File: src/rtl/mem_access_arbiter_pkg.sv
// mem_access_arbiter_pkg: arbiter types, MainMem port structs and big-endian lane helpers
package mem_access_arbiter_pkg;
  localparam int ADDR_LSB_WORD = 2;
  localparam int DATA_WIDTH = 32;
  typedef logic [DATA_WIDTH-1:0] word_t;
  typedef enum logic [1:0] {IDLE, RD_WAIT, WR_ACK, RMW_MERGE} st_mem_arb_e;
  typedef enum logic [1:0] {DS8, DS16, DS32} data_size_e;
  typedef enum logic {GRANT_FETCH, GRANT_DATA} grant_e;
  typedef enum logic {ACC_READ, ACC_WRITE} access_type_e;
  typedef struct packed {
    logic req_mem_access;
    access_type_e access_type;
    logic [31:0] addr;
    word_t data;
  } port_in_main_mem_t;
  typedef struct packed {
    word_t data;
    logic wait_for_mem;
  } port_out_main_mem_t;
  function automatic logic [31:0] word_addr(input logic [31:0] a);
    return a & ~32'((1 << ADDR_LSB_WORD) - 1);
  endfunction
  // byte offset 0 is the most significant lane, so the shift counts down from the top
  function automatic logic [4:0] lane_shift(input logic [1:0] sz, input logic [1:0] lo);
    return sz == DS8 ? {~lo, 3'b000} : sz == DS16 ? {~lo[1], 4'b0000} : 5'd0;
  endfunction
  function automatic word_t lane_mask(input logic [1:0] sz);
    return sz == DS8 ? word_t'(8'hff) : sz == DS16 ? word_t'(16'hffff) : '1;
  endfunction
  function automatic word_t lane_extract(input word_t w, input logic [1:0] sz, input logic [1:0] lo);
    return (w >> lane_shift(sz, lo)) & lane_mask(sz);
  endfunction
  function automatic word_t lane_merge(input word_t old, input word_t wd, input logic [1:0] sz, input logic [1:0] lo);
    return (old & ~(lane_mask(sz) << lane_shift(sz, lo))) | ((wd & lane_mask(sz)) << lane_shift(sz, lo));
  endfunction
  function automatic logic misaligned(input logic [1:0] sz, input logic [1:0] lo);
    return sz == DS8 ? 1'b0 : sz == DS16 ? lo[0] : |lo;
  endfunction
endpackage

File: src/rtl/mem_access_arbiter_if.sv
// mem_access_arbiter_if: CPU fetch and load/store handshakes plus the MainMem port pair
interface mem_access_arbiter_if;
  import mem_access_arbiter_pkg::*;
  logic ifetch_req;
  logic [31:0] ifetch_addr;
  logic ifetch_ack;
  word_t ifetch_data;
  logic dmem_req;
  logic dmem_we;
  logic [1:0] dmem_size;
  logic [31:0] dmem_addr;
  word_t dmem_wdata;
  logic dmem_ack;
  word_t dmem_rdata;
  logic dmem_err;
  port_in_main_mem_t mem_out;
  port_out_main_mem_t mem_in;
  modport slave(
    input ifetch_req, ifetch_addr, dmem_req, dmem_we, dmem_size, dmem_addr, dmem_wdata, mem_in,
    output ifetch_ack, ifetch_data, dmem_ack, dmem_rdata, dmem_err, mem_out
  );
  modport master(
    output ifetch_req, ifetch_addr, dmem_req, dmem_we, dmem_size, dmem_addr, dmem_wdata, mem_in,
    input ifetch_ack, ifetch_data, dmem_ack, dmem_rdata, dmem_err, mem_out
  );
endinterface

File: src/rtl/mem_lane_merge.sv
// mem_lane_merge: merges store lanes into an old word and extracts the addressed load lane
module mem_lane_merge
  import mem_access_arbiter_pkg::*;
(
  input  word_t      old_word,
  input  word_t      wdata,
  input  logic [1:0] size,
  input  logic [1:0] addr_lo,
  output word_t      merged,
  output word_t      rdata
);
  assign merged = lane_merge(old_word, wdata, size, addr_lo);
  assign rdata = lane_extract(old_word, size, addr_lo);
endmodule

File: src/rtl/mem_access_arbiter.sv
// mem_access_arbiter: fetch/load-store arbiter onto MainMem with sub-word RMW; MEM_ARB_MISALIGN_TRAP_EN traps misaligned data accesses
module mem_access_arbiter
  import mem_access_arbiter_pkg::*;
(
  input logic clk,
  input logic rst_n,
  mem_access_arbiter_if.slave bus
);
`ifdef MEM_ARB_MISALIGN_TRAP_EN
  localparam logic TRAP_EN = 1'b1;
`else
  localparam logic TRAP_EN = 1'b0;
`endif
  st_mem_arb_e state, state_nx;
  grant_e gnt, gnt_nx, last, last_nx;
  logic err, err_nx, dm_sub, unused_wait;
  word_t if_data_q, dm_data_q, merged, rd_lane;
  assign dm_sub = bus.dmem_size == DS8 || bus.dmem_size == DS16;
  assign unused_wait = bus.mem_in.wait_for_mem;
  mem_lane_merge u_lane (
    .old_word(bus.mem_in.data),
    .wdata(bus.dmem_wdata),
    .size(bus.dmem_size),
    .addr_lo(bus.dmem_addr[1:0]),
    .merged(merged),
    .rdata(rd_lane)
  );
  // IDLE drives MainMem straight from the winning port; rst_n gates it so reset silences the bus at once
  always_comb begin
    state_nx = state;
    gnt_nx = gnt;
    last_nx = last;
    err_nx = err;
    bus.mem_out = '0;
    bus.ifetch_ack = 1'b0;
    bus.dmem_ack = 1'b0;
    bus.dmem_err = 1'b0;
    bus.ifetch_data = if_data_q;
    bus.dmem_rdata = dm_data_q;
    case (state)
      IDLE: if (rst_n && (bus.ifetch_req || bus.dmem_req)) begin
        gnt_nx = bus.dmem_req && !(bus.ifetch_req && last == GRANT_DATA) ? GRANT_DATA : GRANT_FETCH;
        last_nx = gnt_nx;
        err_nx = gnt_nx == GRANT_DATA && TRAP_EN && misaligned(bus.dmem_size, bus.dmem_addr[1:0]);
        bus.mem_out.req_mem_access = !err_nx;
        bus.mem_out.addr = word_addr(gnt_nx == GRANT_DATA ? bus.dmem_addr : bus.ifetch_addr);
        bus.mem_out.access_type = gnt_nx == GRANT_DATA && bus.dmem_we && !dm_sub ? ACC_WRITE : ACC_READ;
        bus.mem_out.data = bus.dmem_wdata;
        state_nx = err_nx ? WR_ACK : gnt_nx == GRANT_FETCH || !bus.dmem_we ? RD_WAIT : dm_sub ? RMW_MERGE : WR_ACK;
      end
      RD_WAIT: begin
        bus.ifetch_ack = gnt == GRANT_FETCH;
        bus.dmem_ack = gnt == GRANT_DATA;
        bus.ifetch_data = gnt == GRANT_FETCH ? bus.mem_in.data : if_data_q;
        bus.dmem_rdata = gnt == GRANT_DATA ? rd_lane : dm_data_q;
        state_nx = IDLE;
      end
      RMW_MERGE: begin
        bus.mem_out.req_mem_access = 1'b1;
        bus.mem_out.access_type = ACC_WRITE;
        bus.mem_out.addr = word_addr(bus.dmem_addr);
        bus.mem_out.data = merged;
        state_nx = WR_ACK;
      end
      WR_ACK: begin
        bus.dmem_ack = 1'b1;
        bus.dmem_err = err;
        bus.dmem_rdata = err ? '0 : dm_data_q;
        state_nx = IDLE;
      end
      default: state_nx = IDLE;
    endcase
  end
  always_ff @(posedge clk or negedge rst_n) begin
    if (!rst_n) begin
      state <= IDLE;
      gnt <= GRANT_FETCH;
      last <= GRANT_FETCH;
      err <= 1'b0;
      if_data_q <= '0;
      dm_data_q <= '0;
    end else begin
      state <= state_nx;
      gnt <= gnt_nx;
      last <= last_nx;
      err <= err_nx;
      if_data_q <= bus.ifetch_data;
      dm_data_q <= bus.dmem_rdata;
    end
  end
endmodule
File: src/flat_wrapper.sv
// flat-port wrapper written by rule: the top's interface ports become plain ports
module mem_access_arbiter_flat import mem_access_arbiter_pkg::*;
  (clk, rst_n, bus_ifetch_req, bus_ifetch_addr, bus_dmem_req, bus_dmem_we, bus_dmem_size, bus_dmem_addr, bus_dmem_wdata, bus_mem_in, bus_ifetch_ack, bus_ifetch_data, bus_dmem_ack, bus_dmem_rdata, bus_dmem_err, bus_mem_out);
  mem_access_arbiter_if bus_i ();
  input logic clk;
  input logic rst_n;
  input wire logic [$bits(bus_i.ifetch_req)-1:0] bus_ifetch_req;
  input wire logic [$bits(bus_i.ifetch_addr)-1:0] bus_ifetch_addr;
  input wire logic [$bits(bus_i.dmem_req)-1:0] bus_dmem_req;
  input wire logic [$bits(bus_i.dmem_we)-1:0] bus_dmem_we;
  input wire logic [$bits(bus_i.dmem_size)-1:0] bus_dmem_size;
  input wire logic [$bits(bus_i.dmem_addr)-1:0] bus_dmem_addr;
  input wire logic [$bits(bus_i.dmem_wdata)-1:0] bus_dmem_wdata;
  input wire logic [$bits(bus_i.mem_in)-1:0] bus_mem_in;
  output wire logic [$bits(bus_i.ifetch_ack)-1:0] bus_ifetch_ack;
  output wire logic [$bits(bus_i.ifetch_data)-1:0] bus_ifetch_data;
  output wire logic [$bits(bus_i.dmem_ack)-1:0] bus_dmem_ack;
  output wire logic [$bits(bus_i.dmem_rdata)-1:0] bus_dmem_rdata;
  output wire logic [$bits(bus_i.dmem_err)-1:0] bus_dmem_err;
  output wire logic [$bits(bus_i.mem_out)-1:0] bus_mem_out;
  assign bus_i.ifetch_req = bus_ifetch_req;
  assign bus_i.ifetch_addr = bus_ifetch_addr;
  assign bus_i.dmem_req = bus_dmem_req;
  assign bus_i.dmem_we = bus_dmem_we;
  assign bus_i.dmem_size = bus_dmem_size;
  assign bus_i.dmem_addr = bus_dmem_addr;
  assign bus_i.dmem_wdata = bus_dmem_wdata;
  assign bus_i.mem_in = bus_mem_in;
  assign bus_ifetch_ack = bus_i.ifetch_ack;
  assign bus_ifetch_data = bus_i.ifetch_data;
  assign bus_dmem_ack = bus_i.dmem_ack;
  assign bus_dmem_rdata = bus_i.dmem_rdata;
  assign bus_dmem_err = bus_i.dmem_err;
  assign bus_mem_out = bus_i.mem_out;
  mem_access_arbiter u_core (.clk(clk), .rst_n(rst_n), .bus(bus_i));
endmodule
File: config.mk
export PLATFORM = sky130hd
export DESIGN_NAME = mem_access_arbiter_flat
export DESIGN_NICKNAME = d
export VERILOG_FILES = /design/src/rtl/mem_access_arbiter_pkg.sv /design/src/rtl/mem_access_arbiter_if.sv /design/src/rtl/mem_lane_merge.sv /design/src/rtl/mem_access_arbiter.sv /design/src/flat_wrapper.sv
export SDC_FILE = /design/constraint.sdc
export NUM_CORES = 1
export LEC_CHECK = 0
export CAP_MARGIN = 5
export CORE_UTILIZATION = 38
export DETAILED_ROUTE_END_ITERATION = 6
export PLACE_DENSITY = 0.81
export SETUP_SLACK_MARGIN = 0.2
export SLEW_MARGIN = 30
export SYNTH_ARGS = -nofsm -noshare
export SYNTH_HDL_FRONTEND = slang
export SYNTH_SLANG_ARGS = --single-unit
File: constraint.sdc
create_clock -name clk -period 2.36 [get_ports clk]
set_clock_uncertainty 0.1 [all_clocks]
set_input_delay 0.472 -clock clk [delete_from_list [all_inputs] [get_ports clk]]
set_output_delay 0.472 -clock clk [all_outputs]
set_load 0.02 [all_outputs]
==> results.toml <==
[synth]
yosys_warnings = 0
yosysTopAreaCell = "dfrtp_1"
synth_top_area_frac = 0.373
synth-async-reset-ratio = 1.00
avgSynthCellArea_sq_um = 9.20
syn_area_sq_um = 4500
ys_seq_area_frac = 0.373
synth_edf_count = 0
yosysUniqueCellTypes = 50
syn_inst = 489
synthFlopType = "dfrtp_1"
synthTopCellsByArea = "dfrtp_1 (37%), a32o_1 (6.7%), mux2_2 (6.0%)"
ys_ff_latch = 67

[clock_tree]
cts_max_path_buffers = 2
worstSkewPairLatency_ps = 350
cts_made_buffers = 9
cts.clk_slew.worst_paths_ps = 60
cts_max_level = 3
root_buffer = "clkbuf_16"
cts_sinks = 67
cts_tree = "built"

[drt]
postRouteWirelength_microns = 32000
ant_nets = 0
drc = 0
first_iter_violations = 1131
dr.pass1.iters = 6
drt-wirelength-per-cell_microns = 30.5
via_count = 7182
vias_per_cell = 6.85

[grt]
grt.total_usage = 0.425
grt_pass1_vias = 6742
grt_pass1_wl_microns = 40000
antenna_found_initial = 1
grt_max_degree = 65
overflow = 0

[cells_and_area]
nFillCells = 352
syn_to_final_growth_pct = 137
drive_gt1_frac = 0.578
nets = 1040

[timing]
fmax_mhz = 342
tns_ps = -42120
fin_ws_ps = -567
worst_slew_pin_slew_ps = 1010
maxSlewHeadroom = 0.318
setup_viol = 130
drv_slew = 0
period_needed_ps = 2930
rsz0062_at_grt = "yes"
timing.hold.ws_ps = 333
hold_viol = 0
period_share = 1.24

[run_status]
status = "finished, violations left"
violations = "setup timing"

[die]
initial_core_util = 0.392
rows = 39
io_pins = 269
core-area_sq_um = 11500
dieHeight_microns = 111
dieArea_sq_um = 12300
die_w_microns = 111

[power]
p_per_area_nw_per_um2 = 1220
power_leakage_uw = 0.00476
peakVddDrop_mv = 1.04
finalPower_uw = 13000

[min_path]
hold_class = "primary input to async pin"

[critical_path]
worstSetupPathType = "primary input to primary output"
cp-start-kind = "primary input"
critPathArrivalTime_ps = 2350
end_kind = "primary output"
critPathRequiredTime_ps = 1790
r2r_start = "u_core.state[1]"
regToRegSetupSlack_ps = 330
r2r_end = "u_core.dm_data_q[16]"
worstPathMaxFanout = 21
reg2reg_depth = 11

[run]
drv_cap = 0

[place]
gp_congestion = 0.950
port_buffers = 262
dp_hpwl_microns = 16100
==> per-layer routing <==
| metal | share of wire | vias to the layer above | GRT usage |
|---|---|---|---|
| met5 | 0 | - | 0 |
| met4 | 0.077 | 0 | 0.181 |
| met3 | 0.14 | 269 | 0.132 |
| met2 | 0.45 | 816 | 0.685 |
| met1 | 0.34 | 3385 | 0.523 |
| li1 | - | 2712 | - |
==> state kept, by name (all words and copies together), names as in the netlist <==
register / flops
u_core.dm_data_q: 32
u_core.state: 2
u_core.last: 1
u_core.if_data_q: 32
==> layout by cell type, fill, tap and decap left out, drive strengths merged, types with 4 or more instances in the layout <==
| cell type | count |
|---|---|
| inv | 13 |
| a31oi | 10 |
| o221ai | 8 |
| buf | 312 |
| nor3 | 8 |
| dlygate4sd2 | 7 |
| o211ai | 9 |
| o21ai | 35 |
| dfrtp | 67 |
| a22o | 8 |
| o21a | 8 |
| nand3b | 8 |
| a21oi | 17 |
| or3b | 9 |
| a32oi | 8 |
| clkbuf | 18 |
| nor2 | 8 |
| nand3 | 17 |
| a221o | 21 |
| nor3b | 11 |
| nand2 | 67 |
| nor4b | 4 |
| ha | 4 |
| clkdlybuf4s50 | 120 |
| a32o | 30 |
| mux2 | 24 |
| o32ai | 10 |
| nor2b | 13 |
==> logic make-up (layout without fill, tap and decap cells) <==
| kind of cell | after synthesis | in the layout | synth area share |
|---|---|---|---|
| adders and majority gates | 4 | 4 | 0.0111 |
| muxes | 24 | 24 | 0.0601 |
| AOI/OAI and AO/OA | 174 | 174 | 0.301 |
| other | 1 | 4 | 0.000833 |
| buffers and inverters | 66 | 480 | 0.0701 |
| DFF | 67 | 67 | 0.373 |
| and+or+nand+nor | 153 | 153 | 0.184 |
==> Yosys cell counts (9+ instances only) <==
master    count
mux2_2       24
nor3b_1      10
inv_1        13
nand3_1      17
a221o_1      21
o21ai_0      34
buf_2        21
a21oi_1      16
nor2b_1      13
a32o_1       30
a31oi_1      10
o211ai_1      9
clkbuf_1     23
dfrtp_1      67
nand2_1      67
o32ai_1      10
==> metrics by stage <==
stage	worst slack [ps]	instances	cell area, sq um	utilization
global placement	-859	937	7970	0.695
detailed placement	-914	937	7970	0.695
finish	-567	1049	10700	0.929
global route	-548	1048	10700	0.929
floorplan	164	491	4650	-
CTS	-333	1003	9720	0.847
==> how the worst max path moves through the flow <==
stage,from,endpoint,depth (start not counted),slack (ps)
floorplan,u_core.state[0],bus_mem_out[24],6,160
global placement,bus_dmem_addr[1],bus_dmem_rdata[1],6,-860
detailed placement,bus_dmem_size[1],bus_dmem_rdata[4],5,-910
CTS,u_core.state[0],bus_mem_out[25],7,-330
global route,u_core.state[1],bus_mem_out[26],7,-550
finish,bus_dmem_size[0],bus_dmem_rdata[0],6,-570
==> repair_timing <==
item                                    4_1_cts  5_1_grt
gates cloned                                 13        5
endpoints found under the setup margin      130      130
resized for setup                           948      141
pin swaps                                    46       44
hold buffers                                  0        1
endpoints found under the hold margin         0        3
setup buffers                                37       39
==> power by group <==
part,leakage (uW),internal (uW),switching [uW]
registers,0.000815,1680,321
logic,0.00380,4790,4750
clock network,0.000155,902,563
total,0.00476,7370,5630
==> final cells by class <==
| cell class | count | area, sq um | share of cell area |
|---|---|---|---|
| Sequential cell | 67 | 1680 | 0.158 |
| Antenna cell | 1 | 2.50 | 0.000235 |
| Inverter | 13 | 61.3 | 0.00576 |
| Tap cell | 143 | 179 | 0.0168 |
| Clock buffer | 12 | 267 | 0.0250 |
| Timing Repair Buffer | 451 | 4780 | 0.449 |
| Clock inverter | 4 | 47.5 | 0.00446 |
| Multi-Input combinational cell | 358 | 3630 | 0.341 |
==> critical path: stages <==
cell	delay [ps]
clkdlybuf4s15_2	250
buf_12	190
nor4b_1	880
a221o_1	250
a221o_1	190
buf_6	130
Note: power is estimated with default switching activity, not from simulation.
